File: src/rtl/io_pkg.sv
`default_nettype none
// ============================================================================
//  Package     : io_pkg
//  Description : Shared I/O-space definitions. Holds the word indices
//                (addr[7:2]) of the output and input ports, the bus word
//                width and the read-select decode used by the input block.
//  Revision    : 1.0 - initial release
// ============================================================================
package io_pkg;

    localparam int IO_WORD_W = 32;

    // Output-port indices, owned by the output register block
    localparam logic [5:0] IO_OUT_PORT0_IDX = 6'b100000;
    localparam logic [5:0] IO_OUT_PORT1_IDX = 6'b100001;

    // Input-port indices
    localparam logic [5:0] IO_IN_PORT0_IDX  = 6'b110000;  // C0h
    localparam logic [5:0] IO_IN_PORT1_IDX  = 6'b110001;  // C4h
    localparam logic [5:0] IO_IN_STATUS_IDX = 6'b110010;  // C8h

    typedef enum logic [1:0] {
        SEL_NONE   = 2'd0,
        SEL_PORT0  = 2'd1,
        SEL_PORT1  = 2'd2,
        SEL_STATUS = 2'd3
    } io_in_sel_e;

    // Word index -> read source; anything unmapped reads as zero
    function automatic io_in_sel_e io_in_decode(input logic [5:0] idx);
        io_in_sel_e sel;
        sel = SEL_NONE;
        if (idx == IO_IN_PORT0_IDX)
            sel = SEL_PORT0;
        else if (idx == IO_IN_PORT1_IDX)
            sel = SEL_PORT1;
        else if (idx == IO_IN_STATUS_IDX)
            sel = SEL_STATUS;
        return sel;
    endfunction

endpackage
`default_nettype wire

File: src/rtl/io_debounce.sv
`default_nettype none
// ============================================================================
//  Module      : io_debounce
//  Description : Two-flop synchronizer followed by a word-wide debouncer.
//                A synchronized word must stay unchanged for DEBOUNCE_CYCLES
//                consecutive cycles before it is copied into the stable word.
//  Ports       : io_clk  - clock, rising edge
//                clrn    - asynchronous active-low reset
//                in_word - asynchronous external word
//                stable  - debounced word (registered)
//                update  - high for the cycle whose edge loads a new,
//                          different value into stable
//  Revision    : 1.0 - initial release
// ============================================================================
module io_debounce #(
    parameter int WIDTH           = 32,
    parameter int DEBOUNCE_CYCLES = 4,
    parameter int CNT_W           = 3
) (
    input  logic             io_clk,
    input  logic             clrn,
    input  logic [WIDTH-1:0] in_word,
    output logic [WIDTH-1:0] stable,
    output logic             update
);

    localparam logic [CNT_W-1:0] C_CNT_MAX  = CNT_W'(DEBOUNCE_CYCLES);
    localparam logic [CNT_W-1:0] C_CNT_LOAD = CNT_W'(DEBOUNCE_CYCLES - 1);

    logic [WIDTH-1:0] r_s1;
    logic [WIDTH-1:0] r_s2;
    logic [WIDTH-1:0] r_cand;
    logic [CNT_W-1:0] r_cnt;
    logic [WIDTH-1:0] r_stable;

    logic             w_match;
    logic             w_update;

    assign w_match  = (r_s2 == r_cand);
    // Load happens on the edge where the count would reach its limit. Only
    // a value different from the current stable word counts as an update,
    // so a bounce that settles back on the old value raises no event.
    assign w_update = w_match && (r_cnt == C_CNT_LOAD) && (r_cand != r_stable);

    always_ff @(posedge io_clk or negedge clrn) begin
        if (!clrn) begin
            r_s1     <= '0;
            r_s2     <= '0;
            r_cand   <= '0;
            r_cnt    <= '0;
            r_stable <= '0;
        end else begin
            // Per-bit synchronizer; bits may resolve on different cycles,
            // which the debounce window absorbs.
            r_s1 <= in_word;
            r_s2 <= r_s1;

            if (!w_match) begin
                r_cand <= r_s2;
                r_cnt  <= '0;
            end else if (r_cnt != C_CNT_MAX) begin
                r_cnt  <= r_cnt + 1'b1;
            end

            if (w_update)
                r_stable <= r_cand;
        end
    end

    assign stable = r_stable;
    assign update = w_update;

endmodule
`default_nettype wire

File: src/rtl/io_input_sync_reg.sv
`default_nettype none
// ============================================================================
//  Module      : io_input_sync_reg
//  Description : Memory-mapped input-port block. Synchronizes and debounces
//                two external 32-bit words, exposes them on the word-
//                addressed I/O bus and keeps per-port sticky change flags
//                that drive an interrupt line.
//  Ports       : io_clk         - I/O clock, rising edge
//                clrn           - asynchronous active-low reset
//                addr           - CPU byte address, addr[7:2] decoded
//                read_io_enable - CPU read strobe for I/O space
//                in_port0/1     - asynchronous external input words
//                dataout        - registered read data (1-cycle latency)
//                irq            - high while any change flag is set
//  Map         : C0h stable0, C4h stable1, C8h {30'b0,chg1,chg0} (read
//                clears both flags), others read 0
//  Revision    : 1.0 - initial release
// ============================================================================
module io_input_sync_reg
    import io_pkg::*;
#(
    parameter int DEBOUNCE_CYCLES = 4,
    parameter int CNT_W           = 3
) (
    input  logic                 io_clk,
    input  logic                 clrn,
    input  logic [31:0]          addr,
    input  logic                 read_io_enable,
    input  logic [IO_WORD_W-1:0] in_port0,
    input  logic [IO_WORD_W-1:0] in_port1,
    output logic [IO_WORD_W-1:0] dataout,
    output logic                 irq
);

    logic [IO_WORD_W-1:0] w_stable0;
    logic [IO_WORD_W-1:0] w_stable1;
    logic                 w_update0;
    logic                 w_update1;
    logic                 w_status_rd;
    logic [IO_WORD_W-1:0] w_rd_mux;
    io_in_sel_e           w_sel;
    logic                 w_unused_addr;

    logic                 r_chg0;
    logic                 r_chg1;
    logic [IO_WORD_W-1:0] r_dataout;

    io_debounce #(
        .WIDTH           (IO_WORD_W),
        .DEBOUNCE_CYCLES (DEBOUNCE_CYCLES),
        .CNT_W           (CNT_W)
    ) u_deb0 (
        .io_clk  (io_clk),
        .clrn    (clrn),
        .in_word (in_port0),
        .stable  (w_stable0),
        .update  (w_update0)
    );

    io_debounce #(
        .WIDTH           (IO_WORD_W),
        .DEBOUNCE_CYCLES (DEBOUNCE_CYCLES),
        .CNT_W           (CNT_W)
    ) u_deb1 (
        .io_clk  (io_clk),
        .clrn    (clrn),
        .in_word (in_port1),
        .stable  (w_stable1),
        .update  (w_update1)
    );

    // Only the word index is decoded
    assign w_unused_addr = ^{addr[31:8], addr[1:0]};

    assign w_sel       = io_in_decode(addr[7:2]);
    assign w_status_rd = read_io_enable && (w_sel == SEL_STATUS);

    // Mux reads the registered state, so a word or flag updating on the
    // read edge returns its pre-update value.
    always_comb begin
        w_rd_mux = '0;
        case (w_sel)
            SEL_PORT0:  w_rd_mux = w_stable0;
            SEL_PORT1:  w_rd_mux = w_stable1;
            SEL_STATUS: w_rd_mux = {{(IO_WORD_W-2){1'b0}}, r_chg1, r_chg0};
            default:    w_rd_mux = '0;
        endcase
    end

    always_ff @(posedge io_clk or negedge clrn) begin
        if (!clrn) begin
            r_chg0    <= 1'b0;
            r_chg1    <= 1'b0;
            r_dataout <= '0;
        end else begin
            // Set has priority over the read-clear so an event landing on
            // the status-read edge is not lost.
            if (w_update0)
                r_chg0 <= 1'b1;
            else if (w_status_rd)
                r_chg0 <= 1'b0;

            if (w_update1)
                r_chg1 <= 1'b1;
            else if (w_status_rd)
                r_chg1 <= 1'b0;

            if (read_io_enable)
                r_dataout <= w_rd_mux;
        end
    end

    assign dataout = r_dataout;
    assign irq     = r_chg0 | r_chg1;

endmodule
`default_nettype wire

File: config.mk
export PLATFORM = sky130hd
export DESIGN_NAME = io_input_sync_reg
export DESIGN_NICKNAME = d
export VERILOG_FILES = /design/src/rtl/io_pkg.sv /design/src/rtl/io_debounce.sv /design/src/rtl/io_input_sync_reg.sv
export SDC_FILE = /design/constraint.sdc
export NUM_CORES = 1
export LEC_CHECK = 0
export ABC_AREA = 1
export CORE_MARGIN = 10
export CORE_UTILIZATION = 56
export DETAILED_ROUTE_END_ITERATION = 10
export HOLD_SLACK_MARGIN = 0.08
export PLACE_DENSITY = 0.75
export SLEW_MARGIN = 20
export SYNTH_ARGS = -nofsm -noshare
export SYNTH_HDL_FRONTEND = slang
export SYNTH_SLANG_ARGS = --single-unit
File: constraint.sdc
create_clock -name io_clk -period 1.7 [get_ports io_clk]
set_input_delay 0.425 -clock io_clk [delete_from_list [all_inputs] [get_ports io_clk]]
set_output_delay 0.425 -clock io_clk [all_outputs]
set_load 0.03 [all_outputs]
== After elaboration in Yosys (flattened, before gate mapping) ==
Index checks and enable logic that the tools add are counted.

* Bitwise gates (word level): 1
* Multiply operators: 0
* Reduce and logical (&&, ||, !) cells: 7
* Magnitude comparators: 0
* Shifts and indexed selects: 0
* Muxes and demuxes: 11
* Add/sub/neg operators: 2
* Eq/ne operators: 16
* Div/mod/pow operators: 0

{| class="wikitable"
|+ Operator list
! cell !! number
|-
| $pmux 32 s3 || 1
|-
| $eq 32x32->1 || 2
|-
| $ne 32x32->1 || 2
|-
| $eq 6x6->1 const B || 3
|-
| $mux 3 || 4
|-
| $add 3x1->3 const B || 2
|-
| $eq 3x2->1 const B || 2
|-
| $mux 2 || 3
|-
| $ne 3x3->1 const B || 2
|-
| $logic_and 1x1->1 || 5
|-
| $eq 2x2->1 const B || 2
|-
| $ne 2x2->1 const B || 2
|-
| $reduce_bool 2->1 || 2
|-
| $mux 1 || 3
|-
| $eq 2x1->1 const B || 1
|-
| $or 1x1->1 || 1
|}

* Memory bits (read-only): 0
* Memories: 0
* Latch bits: 0
* Bits in writable memories: 0
* Register bits: 296
* Input port bits: 99
* Logic and storage cells: 50

== Logic depth before layout (Yosys ltp) ==
* Depth after elaboration: 8
* Gate-level depth with buffers: 14
* Gate-level depth less buffers: 13

== Cells and area by module ==
A second synthesis with hierarchy kept.

* Cell total of the unflattened synthesis: 1,464
* Area total of the unflattened synthesis: 12,747.2 um2

{| class="wikitable"
|+ Modules (own cells, without submodules)
! module !! cells each !! times used !! area an instance (um2)
|-
| io_debounce || 599 || 2 || 5,403.9
|-
| io_input_sync_reg || 266 || 1 || 1,939.4
|}

== Least setup slack after synthesis ==
No wires, ideal clock.

* Kind: input-to-reg
* Start point: input port addr[6]
* End point: register r_dataout[30] (netlist: dataout[30])
* Setup slack: 0.140 ns
* Setup time: 0.125 ns
* Path buffers: 1
* Required time: 1.575 ns
* Data arrival time: 1.436 ns
* Stages on the path: 8
* Cells stage by stage: nand2_1 -> inv_1 -> nand4_1 -> clkinv_1 -> buf_2 -> nand2_1 -> o21ai_0 -> mux2_2

* Word-level cells in the longest chain between the ends: 6

{| class="wikitable"
|+ RTL lines
! element !! RTL line !! text
|-
| start: declaration || io_input_sync_reg.sv:27 || <nowiki>input logic [31:0] addr,</nowiki>
|-
| $eq 6x6->1 || io_pkg.sv:37 || <nowiki>else if (idx == IO_IN_STATUS_IDX)</nowiki>
|-
| $mux 2 || io_pkg.sv:37 ||
|-
| $mux 2 || io_pkg.sv:35 || <nowiki>else if (idx == IO_IN_PORT1_IDX)</nowiki>
|-
| $mux 2 (*) || io_pkg.sv:33 || <nowiki>if (idx == IO_IN_PORT0_IDX)</nowiki>
|-
| $eq 2x2->1 / $eq 2x1->1 (equally long branches) || io_input_sync_reg.sv:82 || <nowiki>case (w_sel)</nowiki>
|-
| $pmux 32 s3 (*) || io_input_sync_reg.sv:82 ||
|-
| end signal: assignment || io_input_sync_reg.sv:109 || <nowiki>r_dataout <= w_rd_mux;</nowiki>
|-
| end: declaration || io_input_sync_reg.sv:46 || <nowiki>logic [IO_WORD_W-1:0] r_dataout;</nowiki>
|}

Every way passes the cells marked *; elsewhere a longest branch is shown, timed or not.
A chain may end at the register's enable or synchronous reset.

== Worst setup path in the final report ==
* Start point: register u_deb1.r_s2[13]
* End point: register u_deb1.r_stable[14] (netlist: u_deb1.stable[14])

* Word-level cells in the longest chain between the ends: 3

{| class="wikitable"
|+ RTL lines
! element !! RTL line !! text
|-
| start: declaration || io_debounce.sv:31 || <nowiki>logic [WIDTH-1:0] r_s2;</nowiki>
|-
| start signal: assignment || io_debounce.sv:56 || <nowiki>r_s2 <= r_s1;</nowiki>
|-
| $eq 32x32->1 || io_debounce.sv:39 || <nowiki>assign w_match = (r_s2 == r_cand);</nowiki>
|-
| $logic_and 1x1->1 (2 in a row) || io_debounce.sv:43 || <nowiki>assign w_update = w_match && (r_cnt == C_CNT_LOAD) && (r_cand != r_stable);</nowiki>
|-
| end signal: assignment || io_debounce.sv:66 || <nowiki>r_stable <= r_cand;</nowiki>
|-
| end: declaration || io_debounce.sv:34 || <nowiki>logic [WIDTH-1:0] r_stable;</nowiki>
|}

No other way between the ends.

==> flow_summary.json <==
{
  "rows": 53,
  "layout_common_cells": "363 x nand2_1, 287 x dfrtp_1, 129 x inv_1, 70 x clkdlybuf4s50_1, 66 x nor2_1",
  "antenna_left": 0,
  "timing.final.ws_setup_ns": -0.151,
  "port_buffers": 105,
  "setup-tns-final_ns": -3.56,
  "finClkSkew_ns": 0.0111,
  "finalNetCount": 1459,
  "fill_cells": 1489,
  "r2r_slack_ns": -0.15,
  "drt_first_pass_iters": 5,
  "start_util": 0.568,
  "routabilityCongestion": 0.851,
  "placeableCoreArea_sq_um": 21000,
  "antenna_found_initial": 0,
  "yosys_most_used_dff": "dfrtp_1",
  "first_iter_violations": 547,
  "crit_path_start": "u_deb1.r_s2[13]",
  "fmax_ghz": 0.540,
  "finalSetupViolCount": 52,
  "synth_fp_nets": 1346,
  "yosys_warnings": 0,
  "grt_max_degree": 53,
  "routed-via-count": 8326,
  "netlist_area_sq_um": 11900,
  "post-route-drc-count": 0,
  "clock_latency_ns": 0.55,
  "violations": "setup timing",
  "worstPathArrival_ns": 2.33,
  "cp-end-kind": "flip-flop",
  "worstSetupStartpointType": "flip-flop",
  "synth_seq_cells": 296,
  "synth_cell_types": 33,
  "crit_fanout": 16,
  "dieArea_sq_um": 27600,
  "area_growth_pct": 25.5,
  "grt_pass1_wl_mm": 40.8,
  "clockBufferDepth": 3,
  "layout-drive-gt1-share": 0.189,
  "tightest_slew_ns": 0.500,
  "period_needed_ns": 1.85,
  "synth-async-reset-ratio": 1.00,
  "ys_seq_area_frac": 0.620,
  "synth_edf_count": 0,
  "crit_type": "flip-flop to flip-flop",
  "hold_class": "primary input to flip-flop",
  "final_common_cell": "nand2_1",
  "diodes": 0,
  "dp_hpwl_mm": 17.2,
  "grt_pass1_vias": 8330,
  "cts_sinks": 296,
  "relSlewSlack": 0.667,
  "syn_avg_cell_area_sq_um": 9.62,
  "cts_max_level": 1,
  "r2r-start": "u_deb1.r_s2[13]",
  "die_w_um": 166,
  "syn-instance-count": 1241,
  "grt-ovfl-total": 0,
  "root_buffer": "clkbuf_16",
  "die_y_um": 166,
  "numCtsBuffers": 31,
  "final.period_utilization": 1.09,
  "via_per_inst": 5.04,
  "totalWireLength_mm": 26.1,
  "avgRoutedWirePerCell_um": 15.8,
  "ir_worst_vdd_mv": 0.750,
  "hp-start": "in_port1[11]",
  "io_pins": 132,
  "cts_tree": "done",
  "critPathRequiredTime_ns": 2.18,
  "fin_util": 0.713,
  "rsz0062_at_grt": "yes",
  "status": "complete, but fails checks",
  "cap_violations": 0,
  "powerDensity_nw_per_um2": 1020,
  "drv_slew": 0,
  "path_clk_slew_ns": 0.06,
  "leakage_nw": 7.41,
  "grtUsageTotal": 0.176,
  "final-hold-violation-count": 0
}
==> final timing paths <==
path                       cells after the start                end
max                                           10  u_deb1.stable[14]
min                                            1    u_deb1.r_s1[11]
max reg2reg                                   10  u_deb1.stable[14]
min reg2reg                                    0    u_deb1.r_s2[27]
max in group asynchronous                      3    u_deb0.r_s1[29]
min in group asynchronous                      2     u_deb0.r_s1[7]
==> report_power, final <==
| group | internal, mW | total [mW] | switching (mW) | leakage, nW |
|---|---|---|---|---|
| Sequential | 7.29 | 7.48 | 0.188 | 3.68 |
| Combinational | 0.437 | 0.875 | 0.438 | 3.22 |
| Clock | 4.14 | 6.87 | 2.73 | 0.514 |
==> through the flow <==
step | hold slack, ns | area (sq um) | power (mW) | cells | setup WS (ns)
final | 0.313 | 15000 | 15.2 | 1653 | -0.151
after global placement | 0.332 | 13400 | 8.36 | 1566 | -0.169
after CTS | 0.295 | 14400 | 15.3 | 1625 | -0.0527
after floorplan | 0.129 | 11900 | 7.94 | 1241 | 0.140
after global routing | 0.298 | 15000 | 15.8 | 1653 | -0.321
after detailed placement | 0.335 | 13400 | 8.40 | 1566 | -0.219
==> routing by layer <==
metal / routed length, um / part of all wire / GRT usage
met5: 0 / 0 / 0
met4: 709 / 0.027 / 0.0586
met1: 10900 / 0.42 / 0.221
met2: 13100 / 0.50 / 0.300
met3: 1350 / 0.052 / 0.0319
==> final cells by class <==
type,instances,area [sq um],share of cell area
sequential,296,7420,0.495
multi-input combinational,708,3860,0.258
timing repair buffer,174,1760,0.118
clock buffer,42,897,0.0598
inverter,143,537,0.0358
tap,275,344,0.0230
clock inverter,15,166,0.0111
==> synth_stat cells, types with 4 or more instances <==
cell        n  share of area
mux2i_1    19          0.016
nand4_1    37          0.019
buf_4       6         0.0038
nand3_1    35          0.015
inv_1     134          0.042
ha_1        6         0.0063
buf_2      10         0.0042
inv_2       5         0.0016
mux2_2     12          0.011
dfrtp_1   296           0.62
nor2_1     82          0.026
a22oi_1    19          0.012
clkinv_1    4         0.0013
xor2_1     18          0.013
xnor2_1    57          0.042
o21ai_0    11         0.0046
clkbuf_1   72          0.023
nand2_1   398           0.13
==> cells by family after synthesis <==
| family | count (synthesis) | share of synthesized area |
|---|---|---|
| multiplexers | 31 | 0.0272 |
| AND/OR/NAND/NOR | 559 | 0.191 |
| buffers and inverters | 237 | 0.0794 |
| flip-flops | 296 | 0.620 |
| AO/OA/AOI/OAI | 37 | 0.0205 |
| XOR/XNOR | 75 | 0.0550 |
| adder cells (fa/ha/maj) | 6 | 0.00629 |
==> critical path, stage by stage, from the launching register on <==
cell and delay (ns):
dfrtp_1 0.42, xnor2_1 0.19, nand2_1 0.11, nor2_1 0.12
nand2_1 0.08, nor2_2 0.16, nand2_2 0.09, nor2_4 0.22
clkbuf_16 0.22, nand3_1 0.09, nand2_1 0.08
==> repair_timing <==
item	in CTS	in global routing
hold buffers	1	0
resized for setup	135	100
setup buffers	1	22
endpoints found under the hold margin	41	0
gates cloned	0	6
endpoints found under the setup margin	68	76
pin swaps	6	25
==> flip-flops by register name (all words and copies together), names as in the netlist <==
name           cells
dataout           32
u_deb0.r_cand     32
u_deb0.r_s1       32
u_deb0.r_s2       32
u_deb0.stable     32
u_deb1.r_cand     32
u_deb1.r_s1       32
u_deb1.r_s2       32
u_deb1.stable     32
u_deb0.r_cnt       3
u_deb1.r_cnt       3
r_chg0             1
r_chg1             1
Note: power is estimated with default switching activity, not from simulation.
